### config.mk
export PLATFORM = sky130hd
export DESIGN_NAME = multicycle_cla_adder_flat
export DESIGN_NICKNAME = d
export VERILOG_FILES = /design/src/rtl/multicycle_cla_adder_pkg.sv /design/src/rtl/multicycle_cla_adder_if.sv /design/src/rtl/multicycle_cla_adder_cla4.sv /design/src/rtl/multicycle_cla_adder.sv /design/src/flat_wrapper.sv
export SDC_FILE = /design/constraint.sdc
export NUM_CORES = 1
export LEC_CHECK = 0
export BUFFER_PORTS_ARGS = -buffer_cell sky130_fd_sc_hd__buf_2
export CORE_ASPECT_RATIO = 1.1
export CORE_MARGIN = 3
export CORE_UTILIZATION = 35
export CTS_BUF_LIST = sky130_fd_sc_hd__clkbuf_4 sky130_fd_sc_hd__clkbuf_8
export DETAILED_ROUTE_END_ITERATION = 6
export PLACE_DENSITY = 0.59
export SLEW_MARGIN = 30
export SYNTH_ARGS = -nofsm -noshare
export SYNTH_HDL_FRONTEND = slang
export SYNTH_SLANG_ARGS = --single-unit
### constraint.sdc
create_clock -name clk -period 2.76 [get_ports clk]
set_clock_uncertainty 0.2 [all_clocks]
set_input_delay 0.69 -clock clk [delete_from_list [all_inputs] [get_ports clk]]
set_output_delay 0.69 -clock clk [all_outputs]
set_load 0.01 [all_outputs]
### src/rtl/multicycle_cla_adder_pkg.sv
// Shared definitions for the nibble-serial carry look-ahead adder.
package multicycle_adder_pkg;

    typedef enum logic [1:0] {
        IDLE = 2'd0,
        CALC = 2'd1,
        DONE = 2'd2
    } state_t;

    localparam int SLICE_W = 4;

endpackage

### src/rtl/multicycle_cla_adder_if.sv
// Operand and result channels of the multicycle adder.
// Handshake: a transfer happens on a rising clk edge where valid and ready are both 1;
// the sender holds data only for that edge, and valid never waits on ready.
interface multicycle_cla_adder_if #(parameter int WIDTH = 16) ();

    logic             in_valid;
    logic             in_ready;
    logic [WIDTH-1:0] a;
    logic [WIDTH-1:0] b;
    logic             cin;
    logic             out_valid;
    logic             out_ready;
    logic [WIDTH-1:0] sum;
    logic             cout;
    logic             overflow;

    modport master (
        output in_valid, a, b, cin, out_ready,
        input  in_ready, out_valid, sum, cout, overflow
    );

    modport slave (
        input  in_valid, a, b, cin, out_ready,
        output in_ready, out_valid, sum, cout, overflow
    );

endinterface

### src/rtl/multicycle_cla_adder_cla4.sv
// Combinational 4-bit carry look-ahead slice; c_msb is the carry into bit 3.
module cla4_slice (
    input  logic [3:0] a,
    input  logic [3:0] b,
    input  logic       cin,
    output logic [3:0] sum,
    output logic       cout,
    output logic       c_msb
);

    logic [3:0] w_g;
    logic [3:0] w_p;
    logic [4:0] w_c;

    assign w_g = a & b;
    assign w_p = a ^ b;

    assign w_c[0] = cin;
    assign w_c[1] = w_g[0] | (w_p[0] & cin);
    assign w_c[2] = w_g[1] | (w_p[1] & w_g[0]) | (w_p[1] & w_p[0] & cin);
    assign w_c[3] = w_g[2] | (w_p[2] & w_g[1]) | (w_p[2] & w_p[1] & w_g[0])
                  | (w_p[2] & w_p[1] & w_p[0] & cin);
    assign w_c[4] = w_g[3] | (w_p[3] & w_g[2]) | (w_p[3] & w_p[2] & w_g[1])
                  | (w_p[3] & w_p[2] & w_p[1] & w_g[0])
                  | (w_p[3] & w_p[2] & w_p[1] & w_p[0] & cin);

    assign sum   = w_p ^ w_c[3:0];
    assign cout  = w_c[4];
    assign c_msb = w_c[3];

endmodule

### src/rtl/multicycle_cla_adder.sv
// Nibble-serial WIDTH-bit adder: one CLA slice reused for WIDTH/4 cycles, LSB nibble first,
// with the carry held in a register between cycles.
module multicycle_cla_adder
    import multicycle_adder_pkg::*;
#(
    parameter int WIDTH = 16
) (
    input  logic                         clk,
    input  logic                         reset,
    multicycle_cla_adder_if.slave        bus,
    output state_t                       o_dbg_state
);

    localparam int NSLICE = WIDTH / SLICE_W;
    localparam int CNT_W  = (NSLICE > 1) ? $clog2(NSLICE) : 1;
    localparam logic [CNT_W-1:0] LAST_CNT = CNT_W'(NSLICE - 1);

    generate
        if ((WIDTH % SLICE_W) != 0 || WIDTH < SLICE_W) begin : g_bad_width
            $error("multicycle_cla_adder: WIDTH must be a positive multiple of 4");
        end
    endgenerate

    state_t             r_state;
    state_t             w_state_nxt;
    logic [WIDTH-1:0]   r_a_sh;
    logic [WIDTH-1:0]   r_b_sh;
    logic [WIDTH-1:0]   r_sum_sh;
    logic               r_carry;
    logic [CNT_W-1:0]   r_cnt;
    logic [WIDTH-1:0]   r_sum;
    logic               r_cout;
    logic               r_ovf;

    logic [3:0]         w_slice_sum;
    logic               w_slice_cout;
    logic               w_slice_cmsb;
    logic               w_last;
    logic [WIDTH-1:0]   w_sum_next;

    cla4_slice u_slice (
        .a     (r_a_sh[3:0]),
        .b     (r_b_sh[3:0]),
        .cin   (r_carry),
        .sum   (w_slice_sum),
        .cout  (w_slice_cout),
        .c_msb (w_slice_cmsb)
    );

    // New nibble enters from the top so the LSB nibble lands at bit 0 after NSLICE shifts.
    assign w_sum_next = (r_sum_sh >> SLICE_W) | (WIDTH'(w_slice_sum) << (WIDTH - SLICE_W));
    assign w_last     = (r_state == CALC) && (r_cnt == LAST_CNT);

    always_comb begin
        w_state_nxt = r_state;
        case (r_state)
            IDLE:    if (bus.in_valid) w_state_nxt = CALC;
            CALC:    if (w_last)       w_state_nxt = DONE;
            DONE:    if (bus.out_ready) w_state_nxt = IDLE;
            default: w_state_nxt = IDLE;
        endcase
    end

    always_ff @(posedge clk) begin
        if (reset) begin
            r_state  <= IDLE;
            r_a_sh   <= '0;
            r_b_sh   <= '0;
            r_sum_sh <= '0;
            r_carry  <= 1'b0;
            r_cnt    <= '0;
            r_sum    <= '0;
            r_cout   <= 1'b0;
            r_ovf    <= 1'b0;
        end else begin
            r_state <= w_state_nxt;
            case (r_state)
                IDLE: begin
                    if (bus.in_valid) begin
                        r_a_sh   <= bus.a;
                        r_b_sh   <= bus.b;
                        r_sum_sh <= '0;
                        r_carry  <= bus.cin;
                        r_cnt    <= '0;
                    end
                end
                CALC: begin
                    r_sum_sh <= w_sum_next;
                    r_carry  <= w_slice_cout;
                    r_a_sh   <= r_a_sh >> SLICE_W;
                    r_b_sh   <= r_b_sh >> SLICE_W;
                    r_cnt    <= r_cnt + 1'b1;
                    if (w_last) begin
                        r_sum  <= w_sum_next;
                        r_cout <= w_slice_cout;
                        r_ovf  <= w_slice_cmsb ^ w_slice_cout;
                    end
                end
                default: ;
            endcase
        end
    end

    assign bus.in_ready  = (r_state == IDLE);
    assign bus.out_valid = (r_state == DONE);
    assign bus.sum       = r_sum;
    assign bus.cout      = r_cout;
    assign bus.overflow  = r_ovf;
    assign o_dbg_state   = r_state;

endmodule

### src/flat_wrapper.sv
// flat-port wrapper written by rule: the top's interface ports become plain ports
module multicycle_cla_adder_flat import multicycle_adder_pkg::*;
#(
    parameter int WIDTH = 16
)
  (clk, reset, o_dbg_state, bus_in_valid, bus_a, bus_b, bus_cin, bus_out_ready, bus_in_ready, bus_out_valid, bus_sum, bus_cout, bus_overflow);
  multicycle_cla_adder_if #(.WIDTH(WIDTH)) bus_i ();
  input  logic clk;
  input  logic reset;
  output state_t o_dbg_state;
  input wire logic [$bits(bus_i.in_valid)-1:0] bus_in_valid;
  input wire logic [$bits(bus_i.a)-1:0] bus_a;
  input wire logic [$bits(bus_i.b)-1:0] bus_b;
  input wire logic [$bits(bus_i.cin)-1:0] bus_cin;
  input wire logic [$bits(bus_i.out_ready)-1:0] bus_out_ready;
  output wire logic [$bits(bus_i.in_ready)-1:0] bus_in_ready;
  output wire logic [$bits(bus_i.out_valid)-1:0] bus_out_valid;
  output wire logic [$bits(bus_i.sum)-1:0] bus_sum;
  output wire logic [$bits(bus_i.cout)-1:0] bus_cout;
  output wire logic [$bits(bus_i.overflow)-1:0] bus_overflow;
  assign bus_i.in_valid = bus_in_valid;
  assign bus_i.a = bus_a;
  assign bus_i.b = bus_b;
  assign bus_i.cin = bus_cin;
  assign bus_i.out_ready = bus_out_ready;
  assign bus_in_ready = bus_i.in_ready;
  assign bus_out_valid = bus_i.out_valid;
  assign bus_sum = bus_i.sum;
  assign bus_cout = bus_i.cout;
  assign bus_overflow = bus_i.overflow;
  multicycle_cla_adder #(.WIDTH(WIDTH)) u_core (.clk(clk), .reset(reset), .bus(bus_i), .o_dbg_state(o_dbg_state));
endmodule
==> impl_metrics.xml <==
<?xml version="1.0" encoding="UTF-8"?>
<metrics>
  <group name="timing">
    <metric name="fin_crit_sh" unit="">0.789</metric>
    <metric name="timing.final.setup_violations" unit="">0</metric>
    <metric name="rsz0062_at_grt" unit="">no</metric>
    <metric name="finalHoldViolations" unit="">0</metric>
    <metric name="final_max_slew_violation_count" unit="">0</metric>
    <metric name="finalSetupTns" unit="ns">0</metric>
    <metric name="max_clock_freq" unit="MHz">459</metric>
    <metric name="worst_slew_margin_rel" unit="">0.572</metric>
    <metric name="tightestPinTransition" unit="ns">0.642</metric>
    <metric name="fin_crit" unit="ns">2.18</metric>
  </group>
  <group name="routing">
    <metric name="drt_pre_antenna_iters" unit="">4</metric>
    <metric name="drt_first_iter_violations" unit="">142</metric>
    <metric name="route.antenna.remaining_nets" unit="">0</metric>
    <metric name="via_per_inst" unit="">4.86</metric>
    <metric name="post_drt_wl_per_cell" unit="um">12.8</metric>
    <metric name="drc_errors_left" unit="">0</metric>
    <metric name="dr_total_vias" unit="">2658</metric>
    <metric name="route.final.wire_length" unit="um">6980</metric>
  </group>
  <group name="logic_synthesis">
    <metric name="syn_inst" unit="">385</metric>
    <metric name="synth_warnings" unit="">0</metric>
    <metric name="synth_sequential_area_ratio" unit="">0.446</metric>
    <metric name="synth_edf_count" unit="">0</metric>
    <metric name="synthesis.area_per_instance" unit="sq um">7.81</metric>
    <metric name="synth_async_sr_flop_share" unit="">0</metric>
    <metric name="yosys.cell_types.count" unit="">38</metric>
    <metric name="synth_seq_cells" unit="">67</metric>
    <metric name="postSynthNetCount" unit="">428</metric>
    <metric name="postSynth.topFlopCell" unit="">sky130_fd_sc_hd__dfxtp_1</metric>
    <metric name="area_of_the_mapped_netlist" unit="sq um">3010</metric>
  </group>
  <group name="final_layout">
    <metric name="final_nets" unit="">477</metric>
    <metric name="area_delta_synth_final" unit="%">18.6</metric>
    <metric name="drive_above_1_share" unit="">0.214</metric>
    <metric name="insertedDiodeCount" unit="">0</metric>
    <metric name="fin_cells" unit="">547</metric>
  </group>
  <group name="clock_network">
    <metric name="cts_num_sinks" unit="">67</metric>
    <metric name="clock_tree_from_tritoncts" unit="">yes</metric>
    <metric name="hold_fix_buffers_at_cts" unit="">0</metric>
    <metric name="cts-resized-gates" unit="">0</metric>
    <metric name="clock_pin_slew_reported_for_the_worst_setup_and_hold_paths_after_clock_tree_synthesis" unit="ns">0.08</metric>
    <metric name="clock-root-buffer" unit="">sky130_fd_sc_hd__clkbuf_8</metric>
    <metric name="cts_inserted_buffers" unit="">9</metric>
    <metric name="clock_tree.buffer_depth" unit="">2</metric>
    <metric name="cts_htree_levels" unit="">3</metric>
    <metric name="post-cts-setup-buffer-count" unit="">0</metric>
    <metric name="insertion_delay" unit="ns">0.34</metric>
  </group>
  <group name="pwr">
    <metric name="vdd_ir_drop_max" unit="V">0.000272</metric>
    <metric name="p_leak" unit="nW">1.55</metric>
    <metric name="power_density" unit="nW/um^2">633</metric>
  </group>
  <group name="placement">
    <metric name="gp_congestion" unit="">0.789</metric>
    <metric name="placedCellCount" unit="">531</metric>
    <metric name="portBuffers" unit="">58</metric>
    <metric name="dp_hpwl" unit="um">4820</metric>
  </group>
  <group name="critical_path">
    <metric name="end_kind" unit="">output pin</metric>
    <metric name="worst-path-max-fanout" unit="">10</metric>
    <metric name="start_kind" unit="">flip-flop</metric>
    <metric name="critPathArrivalTime" unit="ns">1.29</metric>
    <metric name="criticalPathCategory" unit="">reg2out</metric>
    <metric name="required" unit="ns">1.87</metric>
  </group>
  <group name="run_status">
    <metric name="run_status" unit="">finished, final reports clean</metric>
  </group>
  <group name="floorplan">
    <metric name="core.rowCount" unit="">34</metric>
    <metric name="boundaryPins" unit="">59</metric>
    <metric name="initial_core_utilization" unit="">0.370</metric>
    <metric name="area_enclosed_by_the_die_boundary" unit="sq um">9740</metric>
    <metric name="dieHeight" unit="um">103</metric>
    <metric name="core-area" unit="sq um">8130</metric>
    <metric name="die_w" unit="um">94.4</metric>
  </group>
  <group name="job">
    <metric name="timing.max_cap.violations" unit="">0</metric>
  </group>
  <group name="grt">
    <metric name="overflow" unit="">0</metric>
    <metric name="global_route.usage.total" unit="">0.154</metric>
    <metric name="first_global_vias" unit="">2491</metric>
    <metric name="grt_pass1_wl" unit="um">11800</metric>
    <metric name="antenna_found_initial" unit="">0</metric>
    <metric name="grt_max_degree" unit="">44</metric>
  </group>
  <group name="min_path">
    <metric name="min_path_type" unit="">reg2reg</metric>
  </group>
</metrics>
power breakdown:
group / internal [W] / switching [W]
sequential: 0.00101 / 0.0000315
clock: 0.000515 / 0.000407
combinational: 0.000126 / 0.000162
total: 0.00166 / 0.000600
final timing paths:
check | from | endpoint | slack (ns) | depth (start not counted)
hold reg to reg | u_core.bus.sum[14]$_SDFFE_PP0P_ | u_core.bus.sum[14]$_SDFFE_PP0P_ | 0.25 | 2
setup / recovery | u_core.o_dbg_state[1]$_SDFFE_PP0P_ | bus_out_valid | 0.58 | 2
setup reg to reg | u_core.r_b_sh[0]$_SDFFE_PP0P_ | u_core.r_sum_sh[15]$_SDFFE_PP0P_ | 0.88 | 5
hold / removal | u_core.bus.sum[14]$_SDFFE_PP0P_ | u_core.bus.sum[14]$_SDFFE_PP0P_ | 0.25 | 2
metal layers:
layer / part of all wire / track usage / routed length [um] / vias to the layer above
li1: - / - / - / 1386
met1: 0.48 / 0.201 / 3320 / 1216
met2: 0.46 / 0.246 / 3230 / 47
met3: 0.046 / 0.0369 / 321 / 9
met4: 0.016 / 0.0633 / 109 / 0
met5: 0 / 0 / 0 / -
cells in the final DEF, fill, tap and decap left out, types with 3 or more instances in the layout:
| cell | n |
|---|---|
| sky130_fd_sc_hd__ha_1 | 5 |
| sky130_fd_sc_hd__inv_1 | 3 |
| sky130_fd_sc_hd__nor2_1 | 97 |
| sky130_fd_sc_hd__nand2_1 | 34 |
| sky130_fd_sc_hd__nor2b_1 | 28 |
| sky130_fd_sc_hd__a21oi_1 | 46 |
| sky130_fd_sc_hd__nand2b_1 | 4 |
| sky130_fd_sc_hd__clkbuf_8 | 9 |
| sky130_fd_sc_hd__a22oi_1 | 17 |
| sky130_fd_sc_hd__nor3_1 | 25 |
| sky130_fd_sc_hd__buf_4 | 9 |
| sky130_fd_sc_hd__buf_2 | 58 |
| sky130_fd_sc_hd__dfxtp_1 | 67 |
worst max-delay path, cell delays in order (launching register included):
cell and delay [ns]:
sky130_fd_sc_hd__dfxtp_1 0.58, sky130_fd_sc_hd__nor2b_1 0.22, sky130_fd_sc_hd__buf_2 0.15
synth_stat cells (2+ instances only):
cell type	number	area [sq um]
sky130_fd_sc_hd__nor2_1	97	364
sky130_fd_sc_hd__dfxtp_1	67	1340
sky130_fd_sc_hd__a21oi_1	46	230
sky130_fd_sc_hd__nand2_1	34	128
sky130_fd_sc_hd__nor2b_1	28	175
sky130_fd_sc_hd__nor3_1	25	125
sky130_fd_sc_hd__a22oi_1	17	128
sky130_fd_sc_hd__buf_2	12	60.1
sky130_fd_sc_hd__clkbuf_1	10	37.5
sky130_fd_sc_hd__ha_1	5	62.6
sky130_fd_sc_hd__nand2b_1	4	25.0
sky130_fd_sc_hd__buf_4	3	22.5
sky130_fd_sc_hd__buf_6	3	33.8
sky130_fd_sc_hd__inv_1	3	11.3
sky130_fd_sc_hd__a21o_1	2	15.0
sky130_fd_sc_hd__a2bb2oi_1	2	17.5
sky130_fd_sc_hd__a311oi_2	2	30.0
sky130_fd_sc_hd__mux2i_1	2	20.0
sky130_fd_sc_hd__nand3_1	2	10.0
sky130_fd_sc_hd__nor2_2	2	12.5
sky130_fd_sc_hd__or2_2	2	12.5
final cells by class:
cell class	count	area [sq um]
Fill cell	831	4560
Clock buffer	9	124
Tap cell	108	135
Multi-Input combinational cell	286	1500
Clock inverter	7	98.8
Sequential cell	67	1340
Timing Repair Buffer	67	358
Inverter	3	11.3
through the flow:
| step | setup WS (ns) | total power (W) | hold WS, ns | utilization | area (sq um) |
|---|---|---|---|---|---|
| after floorplan | 0.981 | 0.00128 | 0.232 | - | 3010 |
| after global placement | 0.755 | 0.00135 | 0.244 | 0.411 | 3340 |
| after detailed placement | 0.733 | 0.00136 | 0.246 | 0.411 | 3340 |
| after CTS | 0.561 | 0.00228 | 0.257 | 0.439 | 3570 |
| after global routing | 0.466 | 0.00238 | 0.282 | 0.439 | 3570 |
| final | 0.582 | 0.00226 | 0.252 | 0.439 | 3570 |
sequential cells by signal, summed over array words and instances (netlist names):
| register | flops |
|---|---|
| u_core.r_sum_sh | 12 |
| u_core.o_dbg_state | 2 |
| u_core.r_b_sh | 16 |
| u_core.r_a_sh | 16 |
| u_core.bus.sum | 16 |
| u_core.bus.cout | 1 |
| u_core.r_cnt | 2 |
| u_core.r_carry | 1 |
| u_core.bus.overflow | 1 |
cell families (layout without fill, tap and decap cells):
group	after synthesis	count (layout)	synth area share
and+or+nand+nor	198	198	0.295
xor gates and xnor gates	1	1	0.00291
DFF	67	67	0.446
muxes	2	2	0.00666
adders and majority gates	6	6	0.0275
buffers and inverters	32	86	0.0562
AOI/OAI and AO/OA	79	79	0.166
Note: power is estimated with default switching activity, not from simulation.
